===== src/rtl/game_state_ctrl.sv =====
// Game state controller: menu / play / pause / game-over screens, SRAM screen offset,
// restart pulse, per-player death tracking and winner detection.
// All outputs registered (one cycle after the sampled key press or death); no backpressure.
module game_state_ctrl #(
  parameter int                MAX_PLAYERS   = 2,
  parameter int                ADDR_W        = 20,
  parameter logic [ADDR_W-1:0] SCREEN_STRIDE = ADDR_W'(76800),
  parameter int                DEAD_TIMEOUT  = 150_000_000,
  parameter int                TIMER_W       = 28
) (
  input  logic                   Clk,
  input  logic                   Reset,
  input  logic [7:0]             keycode,
  input  logic [MAX_PLAYERS-1:0] dead,
  output logic [ADDR_W-1:0]      sram_offset,
  output logic                   restart,
  output logic                   in_game,
  output logic                   paused,
  output logic                   dead_state,
  output logic [2:0]             num_players,
  output logic [MAX_PLAYERS-1:0] player_active,
  output logic                   winner_valid,
  output logic [1:0]             winner_id
);

  // HID keycodes the controller reacts to
  localparam logic [7:0]         KEY_E       = 8'd8;
  localparam logic [7:0]         KEY_P       = 8'd19;
  localparam logic [7:0]         KEY_R       = 8'd21;
  localparam logic [7:0]         KEY_ENTER   = 8'd40;
  localparam logic [7:0]         KEY_1P      = 8'd30;
  localparam logic [7:0]         KEY_LAST_NP = 8'(29 + MAX_PLAYERS);
  localparam logic [TIMER_W-1:0] TIMER_LAST  = TIMER_W'(DEAD_TIMEOUT - 1);

  // State index doubles as the screen number in SRAM
  typedef enum logic [1:0] {
    S_MENU     = 2'd0,
    S_PLAYING  = 2'd1,
    S_PAUSED   = 2'd2,
    S_GAMEOVER = 2'd3
  } state_t;

  state_t                 r_state;
  logic [7:0]             r_keycode_q;
  logic [TIMER_W-1:0]     r_timer;
  logic [ADDR_W-1:0]      r_sram_offset;
  logic                   r_restart;
  logic [2:0]             r_num_players;
  logic [MAX_PLAYERS-1:0] r_player_active;
  logic                   r_winner_valid;
  logic [1:0]             r_winner_id;

  state_t                 w_state_nxt;
  logic [TIMER_W-1:0]     w_timer_nxt;
  logic [ADDR_W-1:0]      w_offset_nxt;
  logic                   w_restart_nxt;
  logic [2:0]             w_num_players_nxt;
  logic [MAX_PLAYERS-1:0] w_active_nxt;
  logic                   w_winner_valid_nxt;
  logic [1:0]             w_winner_id_nxt;

  logic                   w_press;
  logic                   w_menu_sel;
  logic [2:0]             w_sel_players;
  logic [MAX_PLAYERS-1:0] w_menu_mask;
  logic [MAX_PLAYERS-1:0] w_full_mask;
  logic [MAX_PLAYERS-1:0] w_survivors;
  logic [2:0]             w_alive_cnt;
  logic [1:0]             w_survivor_id;
  logic                   w_game_over;

  // A press is a new nonzero keycode; held keys fire only on their first cycle
  assign w_press       = (keycode != 8'd0) && (keycode != r_keycode_q);
  assign w_menu_sel    = w_press && (keycode >= KEY_1P) && (keycode <= KEY_LAST_NP);
  assign w_sel_players = 3'(keycode - 8'd29);
  assign w_survivors   = r_player_active & ~dead;

  // Alive masks: one for a fresh game from the menu, one for a rematch with the same player count
  always_comb begin
    w_menu_mask = '0;
    w_full_mask = '0;
    for (int i = 0; i < MAX_PLAYERS; i++) begin
      w_menu_mask[i] = (int'(w_sel_players) > i);
      w_full_mask[i] = (int'(r_num_players) > i);
    end
  end

  // Count survivors after this cycle's deaths and remember which one is left
  always_comb begin
    w_alive_cnt   = '0;
    w_survivor_id = '0;
    for (int i = 0; i < MAX_PLAYERS; i++) begin
      if (w_survivors[i]) begin
        w_alive_cnt   = w_alive_cnt + 3'd1;
        w_survivor_id = 2'(i);
      end
    end
  end

  // Single player ends when nobody is alive; multiplayer ends at one or fewer survivors
  assign w_game_over = (r_num_players == 3'd1) ? (w_alive_cnt == 3'd0) : (w_alive_cnt <= 3'd1);

  // Next-state and next-output decode
  always_comb begin
    w_state_nxt        = r_state;
    w_timer_nxt        = '0;
    w_restart_nxt      = 1'b0;
    w_num_players_nxt  = r_num_players;
    w_active_nxt       = r_player_active;
    w_winner_valid_nxt = r_winner_valid;
    w_winner_id_nxt    = r_winner_id;

    unique case (r_state)
      S_MENU: begin
        if (w_menu_sel) begin
          w_state_nxt        = S_PLAYING;
          w_num_players_nxt  = w_sel_players;
          w_active_nxt       = w_menu_mask;
          w_restart_nxt      = 1'b1;
          w_winner_valid_nxt = 1'b0;
          w_winner_id_nxt    = '0;
        end
      end

      S_PLAYING: begin
        // Exit beats game-over, which beats pause
        if (w_press && (keycode == KEY_E)) begin
          w_state_nxt        = S_MENU;
          w_active_nxt       = '0;
          w_winner_valid_nxt = 1'b0;
          w_winner_id_nxt    = '0;
        end else if (w_game_over) begin
          w_state_nxt        = S_GAMEOVER;
          w_active_nxt       = w_survivors;
          w_winner_valid_nxt = (r_num_players > 3'd1) && (w_alive_cnt == 3'd1);
          w_winner_id_nxt    = ((r_num_players > 3'd1) && (w_alive_cnt == 3'd1)) ? w_survivor_id : 2'd0;
        end else begin
          w_active_nxt = w_survivors;
          if (w_press && (keycode == KEY_P)) begin
            w_state_nxt = S_PAUSED;
          end
        end
      end

      S_PAUSED: begin
        // Deaths are ignored while paused; the mask stays frozen
        if (w_press && (keycode == KEY_P)) begin
          w_state_nxt = S_PLAYING;
        end else if (w_press && (keycode == KEY_E)) begin
          w_state_nxt        = S_MENU;
          w_active_nxt       = '0;
          w_winner_valid_nxt = 1'b0;
          w_winner_id_nxt    = '0;
        end
      end

      S_GAMEOVER: begin
        // A rematch press in the timeout's last cycle still wins
        if (w_press && (keycode == KEY_R)) begin
          w_state_nxt        = S_PLAYING;
          w_active_nxt       = w_full_mask;
          w_restart_nxt      = 1'b1;
          w_winner_valid_nxt = 1'b0;
          w_winner_id_nxt    = '0;
        end else if ((w_press && (keycode == KEY_ENTER)) || (r_timer == TIMER_LAST)) begin
          w_state_nxt        = S_MENU;
          w_active_nxt       = '0;
          w_winner_valid_nxt = 1'b0;
          w_winner_id_nxt    = '0;
        end else begin
          w_timer_nxt = r_timer + 1'b1;
        end
      end

      default: w_state_nxt = S_MENU;
    endcase
  end

  // Screen base address for the upcoming state
  always_comb begin
    w_offset_nxt = '0;
    unique case (w_state_nxt)
      S_MENU:     w_offset_nxt = '0;
      S_PLAYING:  w_offset_nxt = SCREEN_STRIDE;
      S_PAUSED:   w_offset_nxt = SCREEN_STRIDE << 1;
      S_GAMEOVER: w_offset_nxt = SCREEN_STRIDE + (SCREEN_STRIDE << 1);
      default:    w_offset_nxt = '0;
    endcase
  end

  // State and output registers with synchronous active-low reset
  always_ff @(posedge Clk) begin
    if (!Reset) begin
      r_state         <= S_MENU;
      r_keycode_q     <= '0;
      r_timer         <= '0;
      r_sram_offset   <= '0;
      r_restart       <= 1'b0;
      r_num_players   <= '0;
      r_player_active <= '0;
      r_winner_valid  <= 1'b0;
      r_winner_id     <= '0;
    end else begin
      r_state         <= w_state_nxt;
      r_keycode_q     <= keycode;
      r_timer         <= w_timer_nxt;
      r_sram_offset   <= w_offset_nxt;
      r_restart       <= w_restart_nxt;
      r_num_players   <= w_num_players_nxt;
      r_player_active <= w_active_nxt;
      r_winner_valid  <= w_winner_valid_nxt;
      r_winner_id     <= w_winner_id_nxt;
    end
  end

  assign sram_offset   = r_sram_offset;
  assign restart       = r_restart;
  assign in_game       = (r_state == S_PLAYING);
  assign paused        = (r_state == S_PAUSED);
  assign dead_state    = (r_state == S_GAMEOVER);
  assign num_players   = r_num_players;
  assign player_active = r_player_active;
  assign winner_valid  = r_winner_valid;
  assign winner_id     = r_winner_id;

endmodule


===== config.mk =====
export PLATFORM = sky130hd
export DESIGN_NAME = game_state_ctrl
export DESIGN_NICKNAME = d
export VERILOG_FILES = /design/src/rtl/game_state_ctrl.sv
export SDC_FILE = /design/constraint.sdc
export NUM_CORES = 1
export LEC_CHECK = 0
export BUFFER_PORTS_ARGS = -buffer_cell sky130_fd_sc_hd__buf_2
export CORE_MARGIN = 2
export CORE_UTILIZATION = 45
export DETAILED_ROUTE_END_ITERATION = 10
export PLACE_DENSITY = 0.66
export SLEW_MARGIN = 10
export SYNTH_ARGS = -nofsm -noshare
export SYNTH_HDL_FRONTEND = slang
export SYNTH_SLANG_ARGS = --single-unit
export TNS_END_PERCENT = 50

===== constraint.sdc =====
create_clock -name Clk -period 3.4 [get_ports Clk]
set_clock_uncertainty 0.05 [all_clocks]
set_input_delay 0.68 -clock Clk [delete_from_list [all_inputs] [get_ports Clk]]
set_output_delay 0.68 -clock Clk [all_outputs]
set_load 0.05 [all_outputs]

== Yosys cells after proc, flatten, opt, wreduce, memory -nomap -nowiden ==
Index checks and enable logic that the tools add are counted.

* Bits in registers: 67
* Input bits: 12
* Output and inout bits: 32
* Logic and storage cells: 98

* Add/subtract/negate cells: 3
* $lt $le $gt $ge: 8
* Eq/ne operators: 19
* Mux-type cells: 38
* Bitwise logic cells: 4
* Reduce and logical (&&, ||, !) cells: 17

{| class="wikitable"
|+ Operators by type and width
! operator !! number
|-
| one-hot mux 20 bit (4 select lines) || 1
|-
| 2-to-1 mux 2 bit || 19
|-
| adder 28 x 1 -> 28 bit (second input constant) || 1
|-
| == test 28 bit (second input constant) || 1
|-
| one-hot mux 2 bit (4 select lines) || 3
|-
| == test 8 x 5 -> 1 bit (second input constant) || 2
|-
| > comparator 3 x 1 -> 1 bit (second input constant) || 5
|-
| 2-to-1 mux 1 bit || 12
|-
| == test 2 bit (second input constant) || 4
|-
| == test 8 x 4 -> 1 bit (second input constant) || 1
|-
| == test 8 x 6 -> 1 bit (second input constant) || 1
|-
| greater-or-equal comparator 8 x 5 -> 1 bit (second input constant) || 1
|-
| less-or-equal comparator 8 x 5 -> 1 bit (second input constant) || 1
|-
| logical AND 1 bit || 8
|-
| != test 8 bit || 1
|-
| nonzero test 8 bit || 1
|-
| == test 3 x 1 -> 1 bit (second input constant) || 2
|-
| != test 3 x 1 -> 1 bit (second input constant) || 2
|-
| AND reduction 5 bit || 1
|-
| == test 2 x 1 -> 1 bit (second input constant) || 2
|-
| zero test 2 bit || 2
|-
| != test 2 bit (second input constant) || 2
|-
| one-hot mux 1 bit (4 select lines) || 1
|-
| AND reduction 4 bit || 1
|-
| 13 further kinds || 14
|}

== Longest topological paths before layout ==
Gate-level depths: netlist of run 1.

* Depth in word-level cells: 12
* Gate-level depth with buffers: 11
* Depth with buffers taken out: 11

== Least setup slack after synthesis of run 1 ==
OpenSTA, ideal clock, no wires.

* Path type: input -> register
* Start point: input keycode[5]
* End point: register r_sram_offset[17] (netlist: sram_offset[17])
* Setup time: 0.123 ns
* Arrival: 2.609 ns
* Data required time: 3.227 ns
* Slack: 0.618 ns
* Cell stages on the path: 9
* Path buffers: 0
* Path through: or4b_4 > nor4_2 > a21oi_1 > o21bai_2 > o21ai_2 > and2_1 > ha_1 > and2_1 > or2_2

* Word-level cells in the longest chain between the ends: 9
* Elaborated cells between the ends (all ways): 30
* Classes of those cells: order compare (2); eq/ne (8); mux (10); reduce/logical (10)

{| class="wikitable"
|+ Ends and longest elaborated chain
! element !! line !! text
|-
| from (decl) || 13 || <nowiki>input logic [7:0] keycode,</nowiki>
|-
| branches (longest 6 deep; another with greater-or-equal comparator 8 x 5 -> 1 bit) || -- ||
|-
| one-hot mux 2 bit (4 select lines) (*) || 113 || <nowiki>unique case (r_state)</nowiki>
|-
| == test 2 bit, or another cell as far along || 182 || <nowiki>unique case (w_state_nxt)</nowiki>
|-
| one-hot mux 20 bit (4 select lines) (*) || 182 ||
|-
| to (signal assigned) || 207 || <nowiki>r_sram_offset <= w_offset_nxt;</nowiki>
|-
| to (decl) || 46 || <nowiki>logic [ADDR_W-1:0] r_sram_offset;</nowiki>
|}

Every way passes the cells marked *. The select of a mux whose other input is x is not followed.
A chain may end at the register's enable or synchronous reset.

== Worst setup path in the final report of run 1 ==
* Start point: input keycode[0]
* End point: register r_sram_offset[17] (netlist: sram_offset[17])

* Word-level cells in the longest chain between the ends: 9
* Elaborated cells between the ends (all ways): 30
* Classes of those cells: order compare (2); eq/ne (8); mux (10); reduce/logical (10)

{| class="wikitable"
|+ Ends and longest elaborated chain
! element !! line !! text
|-
| branches (longest 6 deep; another with greater-or-equal comparator 8 x 5 -> 1 bit) || -- ||
|-
| one-hot mux 2 bit (4 select lines) (*) || 113 ||
|-
| net w_state_nxt[1] || 53 || <nowiki>state_t w_state_nxt;</nowiki>
|-
| == test 2 bit, or another cell as far along || 182 ||
|-
| one-hot mux 20 bit (4 select lines) (*) || 182 ||
|}

Mark *: on every way through the listed nets, which the timed path passes. The select of a mux whose other input is x is not followed.

==> results of run 1 <==
## worst max-delay path: stages
cell and delay, ns:
buf_2 0.14, inv_1 0.15, ha_1 0.18, nand4bb_1 0.12, nor4b_1 0.41, a41o_1 0.18
a21o_2 0.20, a221oi_2 0.09, or2_1 0.26, ha_1 0.17, and2_1 0.14, or2_2 0.28
## placed cells by master, fill, tap and decap left out, drive strengths merged, types with 2 or more instances in the layout
master  netlist  routed
dfxtp        51      51
nor2         42      42
buf          19      32
nand2        23      23
xor2         20      20
ha           17      17
xnor2        15      15
nand3        15      15
conb          1      13
inv          12      12
and2         12      12
nand4        10      10
a21oi         9       9
and4          7       7
and3          7       7
or2           6       6
clkbuf        2       5
o21ai         5       5
nor4          4       4
mux2i         3       3
nand2b        3       3
o31ai         3       3
nor3b         2       2
nor4b         2       2
a221oi        2       2
a31oi         2       2
nor3          2       2
clkinv        0       2
## power groups by stage
stage	logic, mW	clock network, mW	registers (mW)
finish	0.214	0.422	0.620
floorplan	0.160	0	0.658
CTS	0.213	0.436	0.621
global placement	0.211	0	0.635
global route	0.229	0.460	0.624
detailed placement	0.213	0	0.635
## path summary, 6_finish.rpt
| check | start | to | slack [ns] |
|---|---|---|---|
| hold / removal | winner_valid$_SDFFE_PN0P_ | winner_valid$_SDFFE_PN0P_ | 0.42 |
| hold reg to reg | winner_valid$_SDFFE_PN0P_ | winner_valid$_SDFFE_PN0P_ | 0.42 |
| setup reg to reg | r_state[0]$_SDFF_PN0_ | sram_offset[17]$_SDFF_PN0_ | 0.71 |
| setup / recovery | keycode[0] | sram_offset[17]$_SDFF_PN0_ | 0.55 |
## routing by layer
metal | GRT usage [%] | vias up | part of all wire [%]
met4 | 4.62 | 0 | 0.85
met1 | 23.4 | 991 | 51
met3 | 3.68 | 5 | 4.3
met2 | 24.6 | 54 | 43
met5 | 0 | - | 0
li1 | - | 1113 | -
## state kept, by name, indices dropped and copies added (netlist names)
register	flops
r_timer	28
r_keycode_q	8
sram_offset	5
num_players	3
player_active	2
r_state	2
restart	1
winner_id	1
winner_valid	1
## cell type report
cell class / count / area (µm²) / area share [%]
repair buffers: 32 / 165 / 5.33
multi-input cells: 243 / 1660 / 53.6
inverters: 12 / 45.0 / 1.45
clock buffers: 5 / 68.8 / 2.22
flip-flops and latches: 51 / 1020 / 33.0
well taps: 75 / 93.8 / 3.03
clock inverters: 3 / 43.8 / 1.41
## cell families after synthesis
| logic type | count (synthesis) |
|---|---|
| xor gates and xnor gates | 35 |
| other | 1 |
| DFF | 51 |
| AOI/OAI and AO/OA | 34 |
| muxes | 4 |
| and+or+nand+nor | 140 |
| adders and majority gates | 17 |
| buffers and inverters | 33 |
==> results.toml, run 1 <==
[power_and_ir_drop]
power.density_nw_per_um2 = 406
p_total_mw = 1.26
leakagePower_nw = 1.29
p_sw_uw = 366
ir_drop_mv = 0.255
pwr-share-clk_pct = 33.6
internal_power_uw = 891
seqPwrFrac_pct = 49.4
combPwrFrac_pct = 17.0
swShare_pct = 29.1

[logic_synthesis]
netlist.area_leader.share_pct = 36.2
postSynthCellCount = 315
yosysWarnings = 0
synth.area.mux_share_pct = 1.60
synthSimpleGateAreaFrac_pct = 27.1
synth_edf_count = 0
synth.distinct_cells = 55
synth_compound_gate_area_share_pct = 10.0
ys_seq_elements = 51
yosys-top-cells-count = "dfxtp_1, nor2_1, nand2_1"
synth_seq_area_share_pct = 36.2
synth_top_family_by_area = "simple AND/OR/NAND/NOR gates"
synthFlopType = "dfxtp_1"
synth_area_per_cell_um2 = 8.96
yosysTopAreaCell = "dfxtp_1"
ys_top_cells_by_area = "dfxtp_1, ha_1, xor2_1"
syn-cell-area_um2 = 2820
synth_xor_area_share_pct = 10.9
async_reset_ff_share_pct = 0
synth-adder-area-share_pct = 7.54
post-synth-top-count-cell = "dfxtp_1"

[route]
wl_um = 5530
firstDrtPassIters = 4
drcViolationCount = 0
viasPerCell = 5.14
postRouteAntennaNets = 0
via_count = 2163
drt-initial-drc-count = 111
avgRoutedWirePerCell_um = 13.1

[critical_path]
endpoint_kind = "flip-flop"
arrival_ns = 3.00
ff2ff_path_depth = 10
path_max_fanout = 6
critPathKind = "primary input to flip-flop"
cp.required_ns = 3.55
startpoint_type = "primary input"

[layout]
fillers = 577
n_antenna_cell = 0
area_growth_pct = 9.76
post-route-util_pct = 51.7
finalNonFillerCells = 421
drive_above_1_share_pct = 17.1
final_area_um2 = 3100
fin_nets = 374

[clock_tree]
clk_latency_ns = 0.31
clk_pin_slew_ns = 0.10
htree_num_levels = 2
numClockSinks = 51
cts_setup_buffers = 0
numCtsBuffers = 5
ctsHoldBuffers = 0
root_buffer = "clkbuf_8"
cts_max_path_buffers = 2
cts_tree = "yes"
postCtsResizedCells = 0

[global_routing]
antenna_found_initial = 0
overflow = 0
grt_pass1_wl_um = 9420
first_global_vias = 1981
grt_max_degree = 28
grt_usage_pct = 16.3

[sta]
whs_ns = 0.421
clock.fmax_mhz = 351
hold_violations = 0
fin_crit_ns = 2.85
grt_setup_unrepaired = "no"
tightest_slew_ns = 0.523
finalSetupTns_ns = 0
finalMaxSlewViolations = 0
slew_headroom_pct = 64.6
min_period_over_period_pct = 83.9
setup_slack_ns = 0.547
setup_viol_count_final = 0

[status]
outcome = "finished, final reports clean"

[floorplanning]
io_pins = 44
die_w_um = 83.2
rows = 28
die_h_um = 83.2
start_util_pct = 47.1
dieArea_um2 = 6920
core-area_um2 = 5990

[placement]
portBuffers = 30
dp_hpwl_um = 4110
dp_cells = 413
gp_congestion = 0.871
preCtsSetupSlack_ns = 0.233
dpl_cell_area_um2 = 2980

[min_path]
min_path_cells = 1
hold_class = "flip-flop to flip-flop"

[run]
cap_violations = 0
(Power assumes the default switching activity.)
==> run 2: changes to the inputs <==
Settings changed: PLACE_DENSITY 0.66 to 0.68.
Clock period 3.4 ns to 2.6 ns, I/O delays scaled along.
==> run 2 against run 1 <==
  * Critical path depth unchanged
  * Worst setup slack worse by 0.39 ns
  * Count of clock-buffer cells in the layout increased by 1
  * Global-route usage increased by 0.42 points
  * Final cell count up 8.1%
  * Routed wire length rose by 4.7%
  * Critical path type unchanged
  * Largest power group unchanged
==> results.toml, run 2 (synthesis results as in run 1) <==
[status]
outcome = "finished, final reports clean"

[floorplanning]
io_pins = 44
core-area_um2 = 5990
rows = 28
die_h_um = 83.2
die_w_um = 83.2
start_util_pct = 47.1
dieArea_um2 = 6920

[critical_path]
cp.depth = 12
crit_start = "keycode[1]"
arrival_ns = 2.60
slowest_stage = "nor4b_2"
r2r_slack_ns = 0.15
path_max_fanout = 3
crit_end = "sram_offset[17]$_SDFF_PN0_"
path_cells = "buf_2, inv_1, ha_1, nand4bb_1, nor4b_2, a41o_1, a21o_2, a221oi_2, or2_1, ha_1, and2_1, or2_2"
cp_top_family = "simple AND/OR/NAND/NOR gates"
cp.required_ns = 2.75
critical-path-max-stage-delay_ns = 0.33
reg2reg_to = "sram_offset[17]$_SDFF_PN0_"
r2r_start = "r_timer[4]$_SDFF_PP0_"
ff2ff_path_depth = 10
crit_buf_inv = 2
critPathKind = "primary input to flip-flop"
startpoint_type = "primary input"
endpoint_kind = "flip-flop"
cp_common_cell = "ha_1"

[layout]
regArea_um2 = 1030
finalNonFillerCells = 455
area_growth_pct = 23.0
drive_above_1_share_pct = 30.5
top_register = "r_timer"
final_common_cell = "dfxtp_1"
post-route-util_pct = 57.9
multi_input_area_um2 = 1770
n_antenna_cell = 0
mostFrequentLayoutCells = "dfxtp_1, nor2_1, buf_4"
fin_nets = 408
fillers = 531
largest_register_ffs = 28

[clock_tree]
numCtsBuffers = 5
htree_num_levels = 2
cts_setup_buffers = 0
clk_pin_slew_ns = 0.10
cts_max_path_buffers = 2
ctsHoldBuffers = 0
numClockSinks = 51
clk_latency_ns = 0.31
root_buffer = "clkbuf_8"
cts_tree = "yes"

[placement]
gp_congestion = 0.833
dp_hpwl_um = 4290
portBuffers = 30
dp_cells = 447
preCtsSetupSlack_ns = -0.257

[power_and_ir_drop]
swShare_pct = 30.5
power.density_nw_per_um2 = 467
p_sw_uw = 494
combPwrFrac_pct = 19.7
ir_drop_mv = 0.321
internal_power_mw = 1.13
seqPwrFrac_pct = 50.1
leakagePower_nw = 1.48
pwr-share-clk_pct = 30.2

[route]
firstDrtPassIters = 4
postRouteAntennaNets = 0
wl_um = 5790
viasPerCell = 4.98
via_count = 2268
avgRoutedWirePerCell_um = 12.7
drcViolationCount = 0
drt-initial-drc-count = 140

[sta]
tightest_slew_ns = 0.573
grt_setup_unrepaired = "no"
finalMaxSlewViolations = 0
slew_headroom_pct = 61.6
clock.fmax_mhz = 409
hold_violations = 0
whs_ns = 0.420
finalSetupTns_ns = 0
fin_crit_ns = 2.45
setup_slack_ns = 0.154
setup_viol_count_final = 0
min_period_over_period_pct = 94.1

[global_routing]
overflow = 0
grt_usage_pct = 16.8
grt_pass1_wl_um = 9670
grt_max_degree = 28
antenna_found_initial = 0
first_global_vias = 2065

[min_path]
hold_class = "flip-flop to flip-flop"

[run]
cap_violations = 0
==> run 2: area by class of cell <==
type                            count  share of cell area (%)
Multi-Input combinational cell    243                    51.0
Sequential cell                    51                    29.7
Timing Repair Buffer               66                    12.5
Tap cell                           75                    2.70
Clock buffer                        6                    2.38
Inverter                           12                    1.30
Clock inverter                      2                   0.469
==> run 2: stage by stage <==
step | total power [mW] | area, µm²
2_1_floorplan | 1.08 | 2910
3_3_place_gp | 1.14 | 3290
3_5_place_dp | 1.14 | 3290
4_1_cts | 1.63 | 3390
5_1_grt | 1.69 | 3470
6_report | 1.62 | 3470
==> run 2: routing by layer <==
| metal | GRT usage, % | up-vias | routed length, µm | share of wire, % |
|---|---|---|---|---|
| li1 | - | 1181 | - | - |
| met1 | 24.2 | 1039 | 2930 | 51 |
| met4 | 5.37 | 0 | 74 | 1.3 |
| met5 | 0 | - | 0 | 0 |
| met2 | 25.4 | 40 | 2610 | 45 |
| met3 | 2.78 | 8 | 172 | 3.0 |
==> run 2: how the worst min path moves through the flow <==
| stage | slack (ns) | start | to | depth (start not counted) |
|---|---|---|---|---|
| final | 0.42 | player_active[0]$_SDFFE_PN0P_ | player_active[0]$_SDFFE_PN0P_ | 2 |
| after global routing | 0.43 | keycode[5] | r_keycode_q[5]$_SDFF_PN0_ | 2 |
| after CTS | 0.42 | keycode[5] | r_keycode_q[5]$_SDFF_PN0_ | 2 |
| after detailed placement | 0.41 | player_active[0]$_SDFFE_PN0P_ | player_active[0]$_SDFFE_PN0P_ | 2 |
| after global placement | 0.40 | winner_valid$_SDFFE_PN0P_ | winner_valid$_SDFFE_PN0P_ | 1 |
| after floorplan | 0.39 | r_timer[0]$_SDFF_PP0_ | r_timer[0]$_SDFF_PP0_ | 1 |
==> run 2: repair_timing <==
action	in CTS	in global routing
resized for setup	0	18
endpoints found under the hold margin	0	0
endpoints found under the setup margin	0	1
==> run 2: tightest hold or removal path, cell delays in order (launching register included) <==
cell and delay (ns):
dfxtp_2 0.34, nand2_1 0.05, mux2i_1 0.05
==> run 2: power by group through the flow <==
| stage | logic (mW) | registers, mW | clock network [mW] |
|---|---|---|---|
| after floorplan | 0.214 | 0.863 | 0 |
| after global placement | 0.311 | 0.829 | 0 |
| after detailed placement | 0.314 | 0.829 | 0 |
| after CTS | 0.316 | 0.811 | 0.506 |
| after global routing | 0.345 | 0.814 | 0.533 |
| final | 0.318 | 0.812 | 0.490 |
==> run 3: changes to the inputs <==
Settings changed: REMOVE_ABC_BUFFERS set to 1.
==> run 3 against run 2 <==
  * Non-clock buffer count grew 3
  * Combinational power shrank 1%
  * Count of clock-buffer cells in the layout is the same
  * Critical endpoint unchanged
  * Sequential power is essentially flat
  * First-iteration DRC count shrank 19%
  * Fmax shrank 1.5%
  * Worst setup slack lost 0.038 ns
  * Final cell count grew 0.66%
  * Largest cell class unchanged
  * Critical path depth is the same
==> results.toml, run 3 (synthesis results as in run 1) <==
[global_routing]
grt_usage_pct = 16.9
first_global_vias = 2184
grt_max_degree = 28
antenna_found_initial = 0
grt_pass1_wl_um = 9780
overflow = 0

[sta]
hold_violations = 0
setup_slack_ns = 0.115
finalMaxSlewViolations = 0
fin_crit_ns = 2.48
clock.fmax_mhz = 402
finalSetupTns_ns = 0
setup_viol_count_final = 0
min_period_over_period_pct = 95.6
whs_ns = 0.418
slew_headroom_pct = 66.6
tightest_slew_ns = 0.500

[floorplanning]
io_pins = 44
rows = 28
die_h_um = 83.2
core-area_um2 = 5990
start_util_pct = 47.1
die_w_um = 83.2
dieArea_um2 = 6920

[layout]
n_antenna_cell = 0
fillers = 576
area_growth_pct = 22.6
post-route-util_pct = 57.7
regArea_um2 = 1020
final_common_cell = "dfxtp_1"
multi_input_area_um2 = 1720
mostFrequentLayoutCells = "dfxtp_1, nor2_1, buf_4"
fin_nets = 411
final_area_um2 = 3460
drive_above_1_share_pct = 27.9
largest_register_ffs = 28
top_register = "r_timer"

[route]
top_layer_used = "met4"
wl_met2_um = 2700
via_count = 2320
drt-initial-drc-count = 114
avgRoutedWirePerCell_um = 12.7
route.met3.wl_um = 263
wl_um = 5810
firstDrtPassIters = 4
viasPerCell = 5.07
wl_met1_um = 2800
drcViolationCount = 0
postRouteAntennaNets = 0

[power_and_ir_drop]
internal_power_mw = 1.22
seqPwrFrac_pct = 47.2
pwr-share-clk_pct = 34.4
leakagePower_nw = 1.51
p_sw_uw = 495
power.density_nw_per_um2 = 496
ir_drop_mv = 0.287
swShare_pct = 28.8
combPwrFrac_pct = 18.3

[critical_path]
critPathKind = "primary input to flip-flop"
cp.required_ns = 2.75
endpoint_kind = "flip-flop"
startpoint_type = "primary input"
path_max_fanout = 4
r2r_slack_ns = 0.15
arrival_ns = 2.64

[placement]
dpl_cell_area_um2 = 3270
dp_hpwl_um = 4280
portBuffers = 30
preCtsSetupSlack_ns = -0.241
gp_congestion = 0.874

[clock_tree]
numClockSinks = 51
clk_pin_slew_ns = 0.10
ctsHoldBuffers = 0
clk_latency_ns = 0.31
cts_max_path_buffers = 2
htree_num_levels = 2
numCtsBuffers = 5
root_buffer = "clkbuf_8"
cts_tree = "yes"

[run]
cap_violations = 0

[min_path]
hold_class = "flip-flop to flip-flop"

[status]
outcome = "finished, final reports clean"
run 3: cell count changes in the layout (fill, tap and decap cells not counted), sizes merged:
cell      delta
clkinvlp     -1
bufinv       +1
buf          +3
inv          +1
clkinv       -1
run 3: path summary, 6_finish.rpt:
kind,from,to,depth (start not counted)
max,keycode[5],sram_offset[17]$_SDFF_PN0_,12
min,winner_valid$_SDFFE_PN0P_,winner_valid$_SDFFE_PN0P_,1
max reg2reg,r_timer[11]$_SDFF_PP0_,sram_offset[17]$_SDFF_PN0_,10
min reg2reg,winner_valid$_SDFFE_PN0P_,winner_valid$_SDFFE_PN0P_,1
run 3: power groups by stage:
stage / clock network (mW) / registers [mW] / logic [mW]
finish: 0.591 / 0.811 / 0.314
global route: 0.634 / 0.813 / 0.337
CTS: 0.611 / 0.811 / 0.308
detailed placement: 0 / 0.828 / 0.307
global placement: 0 / 0.827 / 0.305
floorplan: 0 / 0.878 / 0.168
run 3: critical path, stage by stage:
cell and delay (ns):
buf_2 0.12, buf_4 0.13, xnor2_1 0.21, nand4_1 0.19, buf_4 0.19, nor2_2 0.12, o21bai_2 0.11, o31ai_2 0.30
nand2_1 0.13, ha_1 0.20, and2_1 0.13, or2_2 0.28
run 3: what timing repair did:
item | 4_1_cts | 5_1_grt
gates resized for setup | 0 | 12
endpoints found under the setup margin | 0 | 1
setup buffers | 0 | 0
run 3: per-layer routing:
metal / GRT usage (%) / vias to the layer above
li1: - / 1188
met1: 22.3 / 1064
met2: 28.4 / 64
met3: 3.08 / 4
met4: 4.47 / 0
met5: 0 / -
run 3: layout make-up:
cell class                 instances  share of cell area [%]
clock buffer                       6                    2.39
clock inverter                     2                    1.12
inverter                          12                    1.30
multi-input combinational        243                    49.8
sequential                        51                    29.5
tap                               75                    2.71
timing repair buffer              69                    13.2
run 3: per-stage QoR:
stage	cells	power [mW]
detailed placement	450	1.14
floorplan	306	1.05
CTS	458	1.73
global placement	450	1.13
finish	458	1.72
global route	458	1.78
